===== src/rtl/bloom_pkg.sv =====
// Shared definitions for the bloom-filter datapath stages.
//   BYTE_W      : width of one byte lane
//   clog2_min1  : index/count width helper; never returns less than 1 so
//                 single-entry configurations still get a legal vector.
package bloom_pkg;

    localparam int BYTE_W = 8;

    function automatic int clog2_min1(input int value);
        return (value <= 1) ? 1 : $clog2(value);
    endfunction

endpackage


===== src/rtl/window_serializer_if.sv =====
// Port bundle of window_serializer.
//   Beat side  : windows_data_i, windows_data_valid_bytes_i, windows_data_ready_o
//   Lane side  : window_data_o, window_valid_bytes_o, window_idx_o, window_last_o,
//                window_valid_o, window_ready_i
//   Statistics : emitted_cnt_o, dropped_cnt_o
// Handshake: a transfer happens on a rising clock edge where valid and ready
// are both high. On the beat side "valid" is implied by any nonzero
// valid_bytes entry. A producer holding valid must keep its payload stable
// until the transfer and may not withdraw it.
// modport slave is the serializer's view, modport master the driver's view.
interface window_serializer_if
    import bloom_pkg::*;
#(
    parameter int AST_SINK_SYMBOLS = 8,
    parameter int WINDOW_SIZE      = 20
) ();
    localparam int WINDOW_SIZE_W = clog2_min1(WINDOW_SIZE);
    localparam int SYMBOLS_W     = clog2_min1(AST_SINK_SYMBOLS);

    logic [AST_SINK_SYMBOLS-1:0][WINDOW_SIZE-1:0][BYTE_W-1:0] windows_data_i;
    logic [AST_SINK_SYMBOLS-1:0][WINDOW_SIZE_W-1:0]           windows_data_valid_bytes_i;
    logic                                                     windows_data_ready_o;
    logic [WINDOW_SIZE-1:0][BYTE_W-1:0]                       window_data_o;
    logic [WINDOW_SIZE_W-1:0]                                 window_valid_bytes_o;
    logic [SYMBOLS_W-1:0]                                     window_idx_o;
    logic                                                     window_last_o;
    logic                                                     window_valid_o;
    logic                                                     window_ready_i;
    logic [31:0]                                              emitted_cnt_o;
    logic [31:0]                                              dropped_cnt_o;

    modport slave (
        input  windows_data_i, windows_data_valid_bytes_i, window_ready_i,
        output windows_data_ready_o, window_data_o, window_valid_bytes_o,
               window_idx_o, window_last_o, window_valid_o,
               emitted_cnt_o, dropped_cnt_o
    );

    modport master (
        output windows_data_i, windows_data_valid_bytes_i, window_ready_i,
        input  windows_data_ready_o, window_data_o, window_valid_bytes_o,
               window_idx_o, window_last_o, window_valid_o,
               emitted_cnt_o, dropped_cnt_o
    );

endinterface


===== src/rtl/prio_enc_lsb.sv =====
// Lowest-set-bit priority encoder.
//   req_i   : request vector
//   idx_o   : index of the lowest set bit (0 when nothing is set)
//   found_o : high when any request bit is set
module prio_enc_lsb
    import bloom_pkg::*;
#(
    parameter  int WIDTH = 8,
    localparam int IDX_W = clog2_min1(WIDTH)
) (
    input  logic [WIDTH-1:0] req_i,
    output logic [IDX_W-1:0] idx_o,
    output logic             found_o
);

    // Scan from the top down so the lowest set bit is the last to write.
    always_comb begin
        idx_o = '0;
        for (int i = WIDTH - 1; i >= 0; i--) begin
            if (req_i[i]) begin
                idx_o = IDX_W'(i);
            end
        end
    end

    assign found_o = |req_i;

endmodule


===== src/rtl/window_serializer.sv =====
// Serializes one beat of AST_SINK_SYMBOLS byte windows onto a single lane,
// dropping windows whose valid_bytes is below MIN_BYTES.
//   clk_i  : clock
//   arst_i : asynchronous reset, active high
//   bus    : window_serializer_if.slave (beat input, window lane, counters)
// A beat is held in registers; a pending mask marks windows still to be sent
// and the lowest pending index is emitted each cycle.
module window_serializer
    import bloom_pkg::*;
#(
    parameter  int AST_SINK_SYMBOLS = 8,
    parameter  int WINDOW_SIZE      = 20,
    parameter  int MIN_BYTES        = WINDOW_SIZE,
    localparam int WINDOW_SIZE_W    = clog2_min1(WINDOW_SIZE),
    localparam int SYMBOLS_W        = clog2_min1(AST_SINK_SYMBOLS)
) (
    input  logic              clk_i,
    input  logic              arst_i,
    window_serializer_if.slave bus
);

    localparam logic [31:0]              CNT_MAX = '1;
    localparam logic [WINDOW_SIZE_W-1:0] MIN_V   = WINDOW_SIZE_W'(MIN_BYTES);

    logic [AST_SINK_SYMBOLS-1:0][WINDOW_SIZE-1:0][BYTE_W-1:0] data_q, data_d;
    logic [AST_SINK_SYMBOLS-1:0][WINDOW_SIZE_W-1:0]           vb_q, vb_d;
    logic [AST_SINK_SYMBOLS-1:0]                              pend_q, pend_d;
    logic [31:0]                                              emitted_q, emitted_d;
    logic [31:0]                                              dropped_q, dropped_d;

    logic [AST_SINK_SYMBOLS-1:0] qual;
    logic [AST_SINK_SYMBOLS-1:0] nonzero;
    logic [SYMBOLS_W:0]          drop_pc;
    logic [32:0]                 drop_sum;
    logic [SYMBOLS_W-1:0]        sel;
    logic                        found;
    logic                        present;
    logic                        ready;
    logic                        accept;
    logic                        fire;

    prio_enc_lsb #(.WIDTH(AST_SINK_SYMBOLS)) u_sel (
        .req_i   (pend_q),
        .idx_o   (sel),
        .found_o (found)
    );

    // Per-window qualification and count of windows that carry bytes but
    // are too short to be worth hashing.
    always_comb begin
        qual    = '0;
        nonzero = '0;
        drop_pc = '0;
        for (int s = 0; s < AST_SINK_SYMBOLS; s++) begin
            qual[s]    = (bus.windows_data_valid_bytes_i[s] >= MIN_V);
            nonzero[s] = (bus.windows_data_valid_bytes_i[s] != '0);
            drop_pc    = drop_pc + {{SYMBOLS_W{1'b0}}, nonzero[s] & ~qual[s]};
        end
    end

    assign present  = |nonzero;
    // Accept a new beat while idle, or on the cycle the last pending window
    // leaves, so consecutive beats stream without a bubble.
    assign ready    = (pend_q == '0) | ($onehot(pend_q) & bus.window_ready_i);
    assign accept   = present & ready;
    assign fire     = found & bus.window_ready_i;
    assign drop_sum = {1'b0, dropped_q} + 33'(drop_pc);

    always_comb begin
        data_d    = data_q;
        vb_d      = vb_q;
        pend_d    = pend_q;
        emitted_d = emitted_q;
        dropped_d = dropped_q;
        if (fire) begin
            pend_d[sel] = 1'b0;
            if (emitted_q != CNT_MAX) begin
                emitted_d = emitted_q + 32'd1;
            end
        end
        // A new beat overwrites the mask; any window cleared above was the
        // last one, so nothing is lost.
        if (accept) begin
            data_d    = bus.windows_data_i;
            vb_d      = bus.windows_data_valid_bytes_i;
            pend_d    = qual;
            dropped_d = drop_sum[32] ? CNT_MAX : drop_sum[31:0];
        end
    end

    always_ff @(posedge clk_i or posedge arst_i) begin
        if (arst_i) begin
            data_q    <= '0;
            vb_q      <= '0;
            pend_q    <= '0;
            emitted_q <= '0;
            dropped_q <= '0;
        end else begin
            data_q    <= data_d;
            vb_q      <= vb_d;
            pend_q    <= pend_d;
            emitted_q <= emitted_d;
            dropped_q <= dropped_d;
        end
    end

    assign bus.windows_data_ready_o = ready;
    assign bus.window_valid_o       = found;
    assign bus.window_last_o        = $onehot(pend_q);
    assign bus.window_idx_o         = sel;
    assign bus.window_data_o        = data_q[sel];
    assign bus.window_valid_bytes_o = vb_q[sel];
    assign bus.emitted_cnt_o        = emitted_q;
    assign bus.dropped_cnt_o        = dropped_q;

endmodule


===== src/flat_wrapper.sv =====
// flat-port wrapper written by rule: the top's interface ports become plain ports
module window_serializer_flat import bloom_pkg::*;
#(
    parameter  int AST_SINK_SYMBOLS = 8,
    parameter  int WINDOW_SIZE      = 20,
    parameter  int MIN_BYTES        = WINDOW_SIZE,
    localparam int WINDOW_SIZE_W    = clog2_min1(WINDOW_SIZE),
    localparam int SYMBOLS_W        = clog2_min1(AST_SINK_SYMBOLS)
)
  (clk_i, arst_i, bus_windows_data_i, bus_windows_data_valid_bytes_i, bus_window_ready_i, bus_windows_data_ready_o, bus_window_data_o, bus_window_valid_bytes_o, bus_window_idx_o, bus_window_last_o, bus_window_valid_o, bus_emitted_cnt_o, bus_dropped_cnt_o);
  window_serializer_if #(.AST_SINK_SYMBOLS(AST_SINK_SYMBOLS), .WINDOW_SIZE(WINDOW_SIZE)) bus_i ();
  input  logic clk_i;
  input  logic arst_i;
  input wire logic [$bits(bus_i.windows_data_i)-1:0] bus_windows_data_i;
  input wire logic [$bits(bus_i.windows_data_valid_bytes_i)-1:0] bus_windows_data_valid_bytes_i;
  input wire logic [$bits(bus_i.window_ready_i)-1:0] bus_window_ready_i;
  output wire logic [$bits(bus_i.windows_data_ready_o)-1:0] bus_windows_data_ready_o;
  output wire logic [$bits(bus_i.window_data_o)-1:0] bus_window_data_o;
  output wire logic [$bits(bus_i.window_valid_bytes_o)-1:0] bus_window_valid_bytes_o;
  output wire logic [$bits(bus_i.window_idx_o)-1:0] bus_window_idx_o;
  output wire logic [$bits(bus_i.window_last_o)-1:0] bus_window_last_o;
  output wire logic [$bits(bus_i.window_valid_o)-1:0] bus_window_valid_o;
  output wire logic [$bits(bus_i.emitted_cnt_o)-1:0] bus_emitted_cnt_o;
  output wire logic [$bits(bus_i.dropped_cnt_o)-1:0] bus_dropped_cnt_o;
  assign bus_i.windows_data_i = bus_windows_data_i;
  assign bus_i.windows_data_valid_bytes_i = bus_windows_data_valid_bytes_i;
  assign bus_i.window_ready_i = bus_window_ready_i;
  assign bus_windows_data_ready_o = bus_i.windows_data_ready_o;
  assign bus_window_data_o = bus_i.window_data_o;
  assign bus_window_valid_bytes_o = bus_i.window_valid_bytes_o;
  assign bus_window_idx_o = bus_i.window_idx_o;
  assign bus_window_last_o = bus_i.window_last_o;
  assign bus_window_valid_o = bus_i.window_valid_o;
  assign bus_emitted_cnt_o = bus_i.emitted_cnt_o;
  assign bus_dropped_cnt_o = bus_i.dropped_cnt_o;
  window_serializer #(.AST_SINK_SYMBOLS(AST_SINK_SYMBOLS), .WINDOW_SIZE(WINDOW_SIZE), .MIN_BYTES(MIN_BYTES)) u_core (.clk_i(clk_i), .arst_i(arst_i), .bus(bus_i));
endmodule

===== config.mk =====
export PLATFORM = sky130hd
export DESIGN_NAME = window_serializer_flat
export DESIGN_NICKNAME = d
export VERILOG_FILES = /design/src/rtl/bloom_pkg.sv /design/src/rtl/window_serializer_if.sv /design/src/rtl/prio_enc_lsb.sv /design/src/rtl/window_serializer.sv /design/src/flat_wrapper.sv
export SDC_FILE = /design/constraint.sdc
export NUM_CORES = 2
export LEC_CHECK = 0
export CAP_MARGIN = 20
export CORE_AREA = 8 8 601 603
export DETAILED_ROUTE_END_ITERATION = 10
export DIE_AREA = 0 0 609 611
export GPL_ROUTABILITY_DRIVEN = 0
export PLACE_DENSITY = 0.43
export SYNTH_ARGS = -nofsm -noshare
export SYNTH_HDL_FRONTEND = slang
export SYNTH_SLANG_ARGS = --single-unit

===== constraint.sdc =====
create_clock -name clk_i -period 69.6 [get_ports clk_i]
set_clock_uncertainty 0.1 [all_clocks]
set_input_delay 13.92 -clock clk_i [delete_from_list [all_inputs] [get_ports clk_i]]
set_output_delay 13.92 -clock clk_i [all_outputs]
set_load 0.02 [all_outputs]

==> impl_metrics.csv <==
group,metric,value,unit
run_status,status,"finished clean",
power_and_ir_drop,power.leakage,41.2,nW
yosys,async_flop_share,100,%
layout,multiInputGateArea,25000,µm²
min_path,worst_hold_path.num_cells,2,
worst_setup_path,start_kind,"input pin",
job,maxCapViolCount,0,
yosys,synth_seq_cells,1392,
yosys,synth-main-ff-cell,"dfrtp_1",
routing,drc,0,
layout,area_growth,42.6,%
sta,slew_headroom,13.0,%
routing,routed_wl,353000,µm
clocking,h-tree-depth,4,
global_route,grt_usage,18.1,%
clocking,cts_resized,0,
layout,seq_area,34800,µm²
sta,rsz0062_at_grt,"no",
yosys,avgSynthCellArea,8.47,µm²
routing,drt-pass1-iter-count,9,
yosys,synth_edf_count,0,
layout,fin_area,88500,µm²
sta,worstMarginPinSlew,1.30,ns
yosys,yosys.area.top_type,"dfrtp_1",
placed_design,io_buffers,1557,
routing,wl_per_cell,26.0,µm
sta,maxSlewViolCount,0,
clocking,cts.sinks,1392,
routing,route.vias.total,58800,
clocking,clockRootBuffer,"clkbuf_16",
sta,report.final.setup_viol,0,
yosys,netlist_instances,7329,
worst_setup_path,critPathArrivalTime,15.72,ns
worst_setup_path,worst-r2r-cell-count,19,
sta,fin_setup_tns,0,ns
placed_design,placed_cell_area,82300,µm²
routing,drt_iter0_markers,6337,
floorplanning,dieArea,372000,µm²
yosys,synth_area,62000,µm²
sta,max_freq,33.6,MHz
layout,fillers,38300,
sta,period_minus_slack,29.74,ns
layout,drive_gt1_share,4.86,%
yosys,ys_seq_area_share,56.1,%
power_and_ir_drop,power_density,69.0,nW/µm²
yosys,synth_top_area_share,56.1,%
sta,hold_viol_final,0,
yosys,yosysUniqueCellTypes,58,
floorplanning,die_w,609,µm
clocking,cts_hold_buf,0,
layout,nNetsFinal,10100,
global_route,overflow,0,
yosys,synth_fp_nets,8681,
floorplanning,rows,218,
yosys,yosys-top-cells-area,"dfrtp_1, nand2_1, a222oi_1",
power_and_ir_drop,irDropWorstVdd,120,µV
worst_setup_path,cp_data_required_time,55.58,ns
floorplanning,coreArea,351000,µm²
worst_setup_path,worstSetupPathType,"in2out",
floorplanning,io_pins,1558,
routing,ant_nets,0,
clocking,clkTransAtPathRegs,0.05,ns
clocking,worstSkewPairLatency,0.86,ns
layout,fin_util,25.2,%
min_path,hold_class,"reg2reg",
yosys,synthTopCellsByCount,"nand2_1, dfrtp_1, buf_2, a21oi_1, clkbuf_1",
placed_design,place_hpwl,265000,µm
yosys,synth.most_common_cell,"nand2_1",
global_route,grt_pass1_vias,60400,
clocking,clk_path_buf_depth,4,
global_route,antenna_found_initial,169,
floorplanning,floorplan.initialDensity,17.7,%
floorplanning,fp.dieH,611,µm
clocking,cts_buffers,176,
worst_setup_path,end_kind,"primary output",
global_route,grt_max_degree,214,
sta,timing.final.crit_share,42.7,%
clocking,postCtsSetupRepairBufs,0,
yosys,ys.warnings.count,0,
routing,vias_per_cell,4.33,
global_route,grt_pass1_wl,487000,µm
worst_setup_path,critPathMaxFanout,4,
clocking,cts_tree,"yes",
-- final timing paths --
kind | from | endpoint | slack [ns]
min in group asynchronous | arst_i | u_core.data_q[1277]$_DFFE_PP0P_ | 13.48
max reg2reg | u_core.pend_q[4]$_DFFE_PP0P_ | u_core.data_q[424]$_DFFE_PP0P_ | 61.55
min | u_core.data_q[1051]$_DFFE_PP0P_ | u_core.data_q[1051]$_DFFE_PP0P_ | 0.37
max in group asynchronous | arst_i | u_core.data_q[845]$_DFFE_PP0P_ | 51.34
max | bus_window_ready_i | bus_windows_data_ready_o | 39.86
min reg2reg | u_core.data_q[1051]$_DFFE_PP0P_ | u_core.data_q[1051]$_DFFE_PP0P_ | 0.37
-- per-layer routing --
layer / wire [µm] / up-vias / GRT usage, %
met5: 297 / - / 0
met4: 13200 / 48 / 6.80
met2: 176000 / 2141 / 31.5
li1: - / 26500 / -
met1: 142000 / 29600 / 22.0
met3: 21800 / 519 / 3.64
-- worst max-delay path: stages --
cell,delay (ns)
clkdlybuf4s50_1,0.65
nand2_1,0.11
nand2_1,0.33
clkdlybuf4s50_1,0.70
-- logic make-up (layout without fill, tap and decap cells) --
family | Yosys count | in the layout | synth area share [%]
and+or+nand+nor | 4579 | 4579 | 29.1
DFF | 1392 | 1392 | 56.1
AOI/OAI and AO/OA | 682 | 682 | 8.01
buffers and inverters | 502 | 2017 | 3.78
muxes | 111 | 111 | 1.81
xor gates and xnor gates | 34 | 34 | 0.480
adders and majority gates | 29 | 29 | 0.694
other | 0 | 104 | 0
-- cells in the final DEF (no fill, tap or decap), types with 27 or more instances in the layout --
cell type	netlist	layout
a22oi_1	116	116
clkbuf_8	0	43
nand2_1	4352	4352
mux2i_1	99	99
nand4bb_1	70	70
nand3_1	27	27
clkbuf_1	152	34
diode_2	0	104
a21oi_1	161	161
a222oi_1	143	143
clkbuf_16	0	179
dfrtp_1	1392	1392
buf_4	40	95
clkinv_2	0	29
a21boi_0	72	72
inv_1	36	35
o211ai_1	72	72
o21ai_0	43	43
clkdlybuf4s50_1	0	1557
-- flip-flops by register name (all words and copies together) (netlist names) --
register,cells
u_core.data_q,1280
u_core.bus.emitted_cnt_o,32
u_core.vb_q,40
u_core.pend_q,8
u_core.bus.dropped_cnt_o,32
-- per-stage QoR --
stage	worst slack, ns	total power, mW	hold slack [ns]	std cells
floorplan	16.33	3.83	0.340	7329
global placement	39.82	5.15	0.354	13100
detailed placement	39.86	5.21	0.357	13100
CTS	39.85	6.20	0.372	13500
global route	39.85	6.62	0.385	13500
finish	39.86	6.10	0.366	13600
-- area by class of cell --
type	count	area share, %
flip-flops and latches	1392	39.4
multi-input cells	5435	28.3
repair buffers	1666	18.8
well taps	4620	6.54
clock buffers	256	5.88
clock inverters	58	0.724
diodes	104	0.294
inverters	37	0.174
-- power by group --
group,internal [mW],switching (mW)
registers,1.28,0.242
clock network,0.556,0.393
logic,1.10,2.53
total,2.94,3.17
Power figures use the tool's default switching activity.
